`config.mk`:
```
export PLATFORM = sky130hd
export DESIGN_NAME = bitonic_merge_sched
export DESIGN_NICKNAME = d
export VERILOG_FILES = /design/src/rtl/bitonic_merge_sched.sv
export SDC_FILE = /design/constraint.sdc
export NUM_CORES = 1
export LEC_CHECK = 0
export CORE_AREA = 4 4 610 612
export CTS_CLUSTER_DIAMETER = 30
export DETAILED_ROUTE_END_ITERATION = 12
export DIE_AREA = 0 0 614 616
export PLACE_DENSITY = 0.3
export SYNTH_ARGS = -nofsm -noshare
export SYNTH_HDL_FRONTEND = slang
export SYNTH_SLANG_ARGS = --single-unit
```
`constraint.sdc`:
```
create_clock -name i_clk -period 3.7 [get_ports i_clk]
set_input_delay 0.74 -clock i_clk [delete_from_list [all_inputs] [get_ports i_clk]]
set_output_delay 0.74 -clock i_clk [all_outputs]
set_load 0.005 [all_outputs]
```
`src/rtl/bitonic_merge_sched.sv`:
```
// bitonic_merge_sched
//   Sequencer for a single bitonic merger. Two sorted bundle streams (s0, s1)
//   are interleaved into the merger's first input, smallest head key first,
//   then the end-of-job protocol (last, one idle cycle, drain) is generated
//   and completion is flagged on o_done.
//
// Ports
//   i_clk, i_rst_n          clock, asynchronous active-low reset
//   i_start                 arm a new job (honoured only when idle)
//   i_s0_* / o_s0_ready     stream 0 head bundle: valid, data, last, pop
//   i_s1_* / o_s1_ready     stream 1 head bundle: valid, data, last, pop
//   i_out_afull             downstream almost full, blocks new issues
//   o_m_valid/bundle/last   registered feed to the merger (i_valid, i_bundle_0, i_last)
//   o_busy                  job in progress
//   o_done                  one-cycle job-complete pulse
//   o_state                 current FSM state, for observation only
//
// Handshake: a stream bundle is consumed in any cycle where its valid and
// ready are both high. Ready is combinational, never asserted for both
// streams at once, and never asserted without the matching valid. The
// consumed bundle is presented on o_m_bundle with o_m_valid one cycle later.

module bitonic_merge_sched #(
  parameter int DATA_WIDTH   = 32,
  parameter int KEY_WIDTH    = 32,
  parameter int BUNDLE_WIDTH = 16,
  parameter int ISSUE_GAP    = 1
) (
  input  logic                               i_clk,
  input  logic                               i_rst_n,
  input  logic                               i_start,
  input  logic                               i_s0_valid,
  input  logic [DATA_WIDTH*BUNDLE_WIDTH-1:0] i_s0_bundle,
  input  logic                               i_s0_last,
  output logic                               o_s0_ready,
  input  logic                               i_s1_valid,
  input  logic [DATA_WIDTH*BUNDLE_WIDTH-1:0] i_s1_bundle,
  input  logic                               i_s1_last,
  output logic                               o_s1_ready,
  input  logic                               i_out_afull,
  output logic                               o_m_valid,
  output logic [DATA_WIDTH*BUNDLE_WIDTH-1:0] o_m_bundle,
  output logic                               o_m_last,
  output logic                               o_busy,
  output logic                               o_done,
  output logic [2:0]                         o_state
);

  localparam int BW        = DATA_WIDTH * BUNDLE_WIDTH;
  localparam int STAGE_NUM = $clog2(BUNDLE_WIDTH) + 1;
  localparam int PW        = (ISSUE_GAP > 1) ? $clog2(ISSUE_GAP) : 1;
  // o_done fires STAGE_NUM+2 cycles after the last-issue (GAP) cycle; DRAIN
  // is entered one cycle after GAP, so the drain count ends at STAGE_NUM+1.
  localparam int DONE_AT   = STAGE_NUM + 1;
  localparam int DW        = $clog2(DONE_AT + 1);

  localparam logic [PW-1:0] PACE_LOAD  = PW'(ISSUE_GAP - 1);
  localparam logic [DW-1:0] DRAIN_LAST = DW'(DONE_AT);

  localparam logic [2:0] S_IDLE  = 3'd0;
  localparam logic [2:0] S_MERGE = 3'd1;
  localparam logic [2:0] S_TAIL0 = 3'd2;  // s1 exhausted, draining s0
  localparam logic [2:0] S_TAIL1 = 3'd3;  // s0 exhausted, draining s1
  localparam logic [2:0] S_GAP   = 3'd4;
  localparam logic [2:0] S_DRAIN = 3'd5;

  logic [2:0]    state, state_nx;
  logic [PW-1:0] pace_cnt;
  logic [DW-1:0] drain_cnt;
  logic          issue_ok;
  logic          s0_rdy, s1_rdy, pop, final_pop, done;
  logic [BW-1:0] pop_bundle;
  logic          m_valid, m_last;
  logic [BW-1:0] m_bundle;

  assign issue_ok = ~i_out_afull && (pace_cnt == '0);
  assign done     = (state == S_DRAIN) && (drain_cnt == DRAIN_LAST);

  always_comb begin
    s0_rdy   = 1'b0;
    s1_rdy   = 1'b0;
    state_nx = state;
    case (state)
      S_IDLE: begin
        if (i_start) state_nx = S_MERGE;
      end
      S_MERGE: begin
        if (i_s0_valid && i_s1_valid && issue_ok) begin
          // Ties go to s0.
          if (i_s0_bundle[KEY_WIDTH-1:0] <= i_s1_bundle[KEY_WIDTH-1:0]) begin
            s0_rdy = 1'b1;
            if (i_s0_last) state_nx = S_TAIL1;
          end else begin
            s1_rdy = 1'b1;
            if (i_s1_last) state_nx = S_TAIL0;
          end
        end
      end
      S_TAIL0: begin
        if (i_s0_valid && issue_ok) begin
          s0_rdy = 1'b1;
          if (i_s0_last) state_nx = S_GAP;
        end
      end
      S_TAIL1: begin
        if (i_s1_valid && issue_ok) begin
          s1_rdy = 1'b1;
          if (i_s1_last) state_nx = S_GAP;
        end
      end
      S_GAP: begin
        state_nx = S_DRAIN;
      end
      S_DRAIN: begin
        if (done) state_nx = S_IDLE;
      end
      default: begin
        state_nx = S_IDLE;
      end
    endcase
  end

  assign pop        = s0_rdy | s1_rdy;
  assign pop_bundle = s0_rdy ? i_s0_bundle : i_s1_bundle;
  // Only a tail pop of a last bundle moves to GAP, so this marks the final issue.
  assign final_pop  = pop && (state_nx == S_GAP);

  always_ff @(posedge i_clk or negedge i_rst_n) begin
    if (!i_rst_n) begin
      state     <= S_IDLE;
      pace_cnt  <= '0;
      drain_cnt <= '0;
      m_valid   <= 1'b0;
      m_bundle  <= '0;
      m_last    <= 1'b0;
    end else begin
      state <= state_nx;
      if (pop)                 pace_cnt <= PACE_LOAD;
      else if (pace_cnt != '0) pace_cnt <= pace_cnt - 1'b1;
      if (state == S_GAP)                drain_cnt <= '0;
      else if (state == S_DRAIN && !done) drain_cnt <= drain_cnt + 1'b1;
      m_valid <= pop;
      if (pop) m_bundle <= pop_bundle;
      m_last  <= final_pop;
    end
  end

  assign o_s0_ready = s0_rdy;
  assign o_s1_ready = s1_rdy;
  assign o_m_valid  = m_valid;
  assign o_m_bundle = m_bundle;
  assign o_m_last   = m_last;
  assign o_busy     = (state != S_IDLE);
  assign o_done     = done;
  assign o_state    = state;

endmodule

```
==> results.ini <==
[global_routing]
track_usage = 0.152
antenna_found_initial = 124
first_global_vias = 36200
grt_max_degree = 115
grt_pass1_wl_mm = 384
grt.overflow.total = 0

[clock_network]
ctsLongestPathBuffers = 4
insertion_delay_ns = 0.85
cts_root_buffer = clkbuf_16
cts_sinks = 520
cts_tree = yes
cts.clk_slew.worst_paths_ns = 0.04
cts.htree.levels = 4
numCtsBuffers = 236

[synthesis]
synth_area_um2 = 28000
avgSynthCellArea_um2 = 9.19
syn-num-nets = 4110
synth_area_leaders = dfrtp_1, o22a_1, o22ai_1
ys_ff_latch = 520
yosysWarnings = 0
synth_top_family_by_area = compound AO/OA/AOI/OAI gates
ys_seq_area_frac = 0.465
synth_xor_area_frac = 0
synth_top_cell_by_area = dfrtp_1
synthDistinctLibCells = 37
synth.top_cell.area_share = 0.465
synth-simple-area-share = 0.0752
synthAdderAreaFrac = 0.0152
muxShareOfSynthArea = 0.000358
synth-compound-area-share = 0.377
syn_inst = 3044

[pwr]
vdd_drop_max_v = 0.000402
powerDensity_nw_per_um2 = 873
total_power_mw = 50.7
power.leakage_nw = 21.2

[routing]
wirelength_mm = 304
vias = 35300
final_antenna_net_count = 0
drtIter0Drc = 2662
vias_per_cell = 3.62
wl_per_cell_um = 31.1
dr.pass1.iters = 6
drc = 0

[timing]
max_freq_ghz = 0.264
rsz0062_at_grt = true
fin_crit_sh = 1.02
fin_crit_ns = 3.78
finalHoldViolCount = 0
tightest_slew_ns = 1.20
layout_setup_ws_ns = -0.0820
slew_viol_final = 0
slew_headroom = 0.199
fin_skew_ns = 0.0623
finalSetupTns_ns = -0.148
setup_viol = 2
hold_slack_ns = 0.210

[die]
start_util = 0.0761
rows = 223
dieWidth_um = 614
die_h_um = 616
die_area_um2 = 378000
core_area_um2 = 367000
pin_count = 1553

[placement]
dp_hpwl_mm = 242
gp_congestion = 0.862
portBuffers = 1552

[setup_path]
crit_fanout = 3
worstPathRequired_ns = 2.96
cp-end-kind = primary output
critPathArrivalTime_ns = 3.04
critical_path_class = in2out
start_kind = input port

[cells_and_area]
drive_gt1_frac = 0.121
area_growth_pct = 108
nNetsFinal = 5756
fillers = 41100
final_common_cell = clkdlybuf4s50_1
final_cell_mix = clkdlybuf4s50_1, dfrtp_1, o22ai_1, o22a_1, a21oi_1

[run_status]
status = complete, but fails checks
violations = negative setup slack

[min_path]
hp-class = in2reg

[run]
max_cap_violations = 0

[stage by stage]
| step | std cells | setup slack, ns | instance area [um^2] | utilization |
|---|---|---|---|---|
| global placement | 9280 | -1.35 | 49900 | 0.136 |
| detailed placement | 9280 | -1.27 | 49900 | 0.136 |
| finish | 9757 | -0.0820 | 58100 | 0.158 |
| floorplan | 3044 | 0.425 | 28000 | - |
| global route | 9742 | -0.164 | 58100 | 0.158 |
| CTS | 9715 | -0.433 | 57700 | 0.157 |
[metal layers]
layer	share of wire	GRT usage
met2	0.47	0.253
met3	0.11	0.0708
met4	0.033	0.0496
met1	0.38	0.171
met5	0.0011	0
[worst paths after layout]
| check | from | to | slack [ns] | cells past startpoint |
|---|---|---|---|---|
| max | i_s1_bundle[14] | o_s0_ready | -0.08 | 13 |
| min | i_s0_bundle[28] | o_m_bundle[28]$_DFFE_PN0P_ | 0.21 | 2 |
| max reg2reg | o_state[1]$_DFF_PN0_ | o_m_bundle[91]$_DFFE_PN0P_ | 0.98 | 6 |
| min reg2reg | drain_cnt[1]$_DFFE_PN0P_ | drain_cnt[1]$_DFFE_PN0P_ | 0.58 | 1 |
| max in group asynchronous | i_rst_n | o_m_bundle[218]$_DFFE_PN0P_ | 2.07 | 3 |
| min in group asynchronous | i_rst_n | o_m_bundle[29]$_DFFE_PN0P_ | 0.53 | 2 |
[cells in the mapped netlist]
cell	instances
buf_6	52
nand2b_1	1
buf_1	17
nand3b_1	1
o221ai_1	1
nand4_2	1
dfrtp_1	520
a211oi_1	2
nor2_1	492
buf_2	57
nor3_2	1
mux2i_1	1
a21oi_1	494
a2111oi_2	1
nor3_1	2
o211ai_1	3
o2bb2ai_2	1
o21a_1	1
inv_1	35
or3_1	1
nor2b_1	4
nor4_1	2
clkbuf_1	216
a221oi_1	1
nand2_1	15
o22ai_1	513
a22o_1	1
a221o_1	1
ha_1	34
o21ai_0	8
a31oi_1	32
nand3_1	9
o22a_1	512
nand4_1	8
a21o_1	2
and3_1	1
and4_1	1
[cells by family (layout without fill, tap and decap cells)]
family          after synthesis  in the layout
other cells                   0             38
simple gates                539            539
compound gates             1573           1573
buf+inv                     377           2215
fa+ha+maj                    34             34
flops                       520            520
mux                           1              1
[sequential cells by signal (all words and copies together), names as in the netlist]
name,flops
o_m_valid,1
drain_cnt,3
o_m_bundle,512
o_m_last,1
o_state,3
[where the power goes]
group	leakage [nW]	internal [mW]	total, mW	switching (mW)
clock	3.75	13.2	18.7	5.45
sequential	5.75	8.54	11.6	3.08
combinational	11.7	10.0	20.4	10.4
[cell type report]
class | count | area [um^2] | area share
timing repair buffer | 1750 | 17700 | 0.304
multi-input combinational | 2147 | 13400 | 0.231
tap | 4837 | 6050 | 0.104
sequential | 520 | 13000 | 0.224
antenna | 38 | 95.1 | 0.00164
clock buffer | 408 | 7350 | 0.127
inverter | 35 | 131 | 0.00226
clock inverter | 22 | 332 | 0.00571
[worst max-delay path: stages]
cell	delay (ns)
clkdlybuf4s50_1	0.50
inv_2	0.07
ha_4	0.27
nand4_1	0.13
buf_4	0.19
nor4_4	0.34
nand2_4	0.11
nand2_4	0.09
o2bb2ai_4	0.06
buf_12	0.14
o21a_4	0.22
inv_1	0.06
buf_2	0.11
[what timing repair did]
| action | in CTS | in global routing |
|---|---|---|
| gates resized for setup | 37 | 85 |
| pin swaps | 8 | 19 |
| setup endpoints to repair | 364 | 8 |
| hold buffers | 1 | 0 |
| buffers inserted | 5 | 5 |
| hold endpoints to repair | 33 | 0 |
Note: power is estimated with default switching activity, not from simulation.
==> RTL change, RTL diff (config.mk and constraints unchanged) <==
Make the reset (`i_rst_n`) synchronous in one clocked block. Comments in the files are not updated.
--- a/src/rtl/bitonic_merge_sched.sv
+++ b/src/rtl/bitonic_merge_sched.sv
@@ -127,3 +127,3 @@
 
-  always_ff @(posedge i_clk or negedge i_rst_n) begin
+  always_ff @(posedge i_clk) begin
     if (!i_rst_n) begin
Function: changed (Yosys sat finds a counterexample within 4 cycles, from zero or initial values and one cycle with i_rst_n low; the reset may be asserted at any time).
==> RTL change against the original RTL <==
The flow still finishes with violations (negative setup slack). Sequential cell count grew 1. Wire length up 14%. Die area is the same. Worst setup slack improved by 0.072 ns. Synthesized area rose by 9.4%. Via count is 23% higher. Design area is 5.6% higher. Highest routed layer unchanged.
Power is not compared: it rests on default switching activity, and its combinational part moved more than twofold at a synthesized area within 25%.
==> RTL change: results (changes against the original RTL) <==
----------------------------------------------------
[STA]
  Setup Viol. Count Final ... 1 (-1)
  Worst hold slack ... 0.332 ns (+0.123 ns)
  Setup ws final ... -0.0100 ns (+0.0719 ns)

[Yosys]
  Net count after synthesis ... 4,816 (+17%)
  Number of distinct library cells after synthesis ... 49 (+32%)
  Count leader, synth ... sky130_fd_sc_hd__o21ai_0
  Mean Syn Cell Area ... 8.16 um2 (-11%)
  Cell types with the highest counts after synthesis ... sky130_fd_sc_hd__o21ai_0, sky130_fd_sc_hd__dfxtp_1, sky130_fd_sc_hd__o221a_2, sky130_fd_sc_hd__nand3_1, sky130_fd_sc_hd__a31oi_1
  Portion of netlist area occupied by mux cells ... 0% (-0.036 points)
  Sequential area share after synthesis ... 34.1% (-12 points)

[Routing]
  Average routed wire per standard cell ... 33.4 um (+7.3%)
  Wire length on met3 ... 35.0 mm (+2.6%)
  Vias per Instance ... 4.18 (+16%)
  Initial drt markers ... 3,801 (+43%)

[Worst hold path]
  Worst-case hold path end point ... o_m_bundle[29]
  HP Start ... i_s1_bundle[29]

[Outcome]
  Failing checks ... negative setup slack
  Status ... finished, violations left

[Clock network]
  Insertion delay of the later-clocked pin in the worst-skew pair ... 0.87 ns (+0.02 ns)
  Post-cts resize count ... 190 (+410%)

[Worst setup path]
  Library cell contributing the largest single delay on the critical path ... sky130_fd_sc_hd__ha_4
  Delay of the slowest critical-path stage ... 0.35 ns (-0.15 ns)
  Critical path destination ... o_s1_ready
  Launch point of the worst reg-to-reg path ... o_state[2]
  FF-to-FF End ... o_m_bundle[310]
  Worst R2R Setup Slack ... 0.87 ns (-0.11 ns)

[Finish]
  Number of flip-flops and latches ... 521 (+0.19%)
  #MultiIn Comb ... 2,684 (+25%)
  Layout non-clock buf frac ... 29.9% (-0.57 points)
  Nonclk inv count ... 34 (-2.9%)
  # diodes ... 80 (+110%)
  Multi-input gate area ... 18,200 um2 (+36%)
  Ratio of cells with drive above 1 in the final layout ... 21.7% (+9.5 points)

[Placed design]
  Placed Cells incl. Taps ... 9,867 (+6.3%)

[Global route]
  Met1 Usage GRT ... 19.8% (+2.7 points)
  Maximum number of pins on one net before global-route repair ... 124 (+7.8%)

----------------------------------------------------
RTL change: stage by stage:
stage          total power [mW]  worst slack [ns]  instance area, um2  TNS, ns  utilization [%]
5_1_grt                    30.7           -0.0510               61300  -0.0510             16.7
6_report                   29.6           -0.0100               61300  -0.0100             16.7
4_1_cts                    30.1           0.00174               61100        0             16.6
2_1_floorplan              7.38             0.401               30600        0                -
3_3_place_gp               10.0             -1.23               52700  -426.46             14.3
3_5_place_dp               10.0             -1.24               52700  -417.99             14.3
RTL change: power groups by stage:
stage | logic, mW | clock network [mW] | registers (mW)
4_1_cts | 4.11 | 20.1 | 5.89
6_report | 4.10 | 19.6 | 5.89
2_1_floorplan | 1.46 | 0 | 5.91
3_5_place_dp | 4.03 | 0 | 5.97
3_3_place_gp | 4.02 | 0 | 5.98
5_1_grt | 4.36 | 20.5 | 5.90
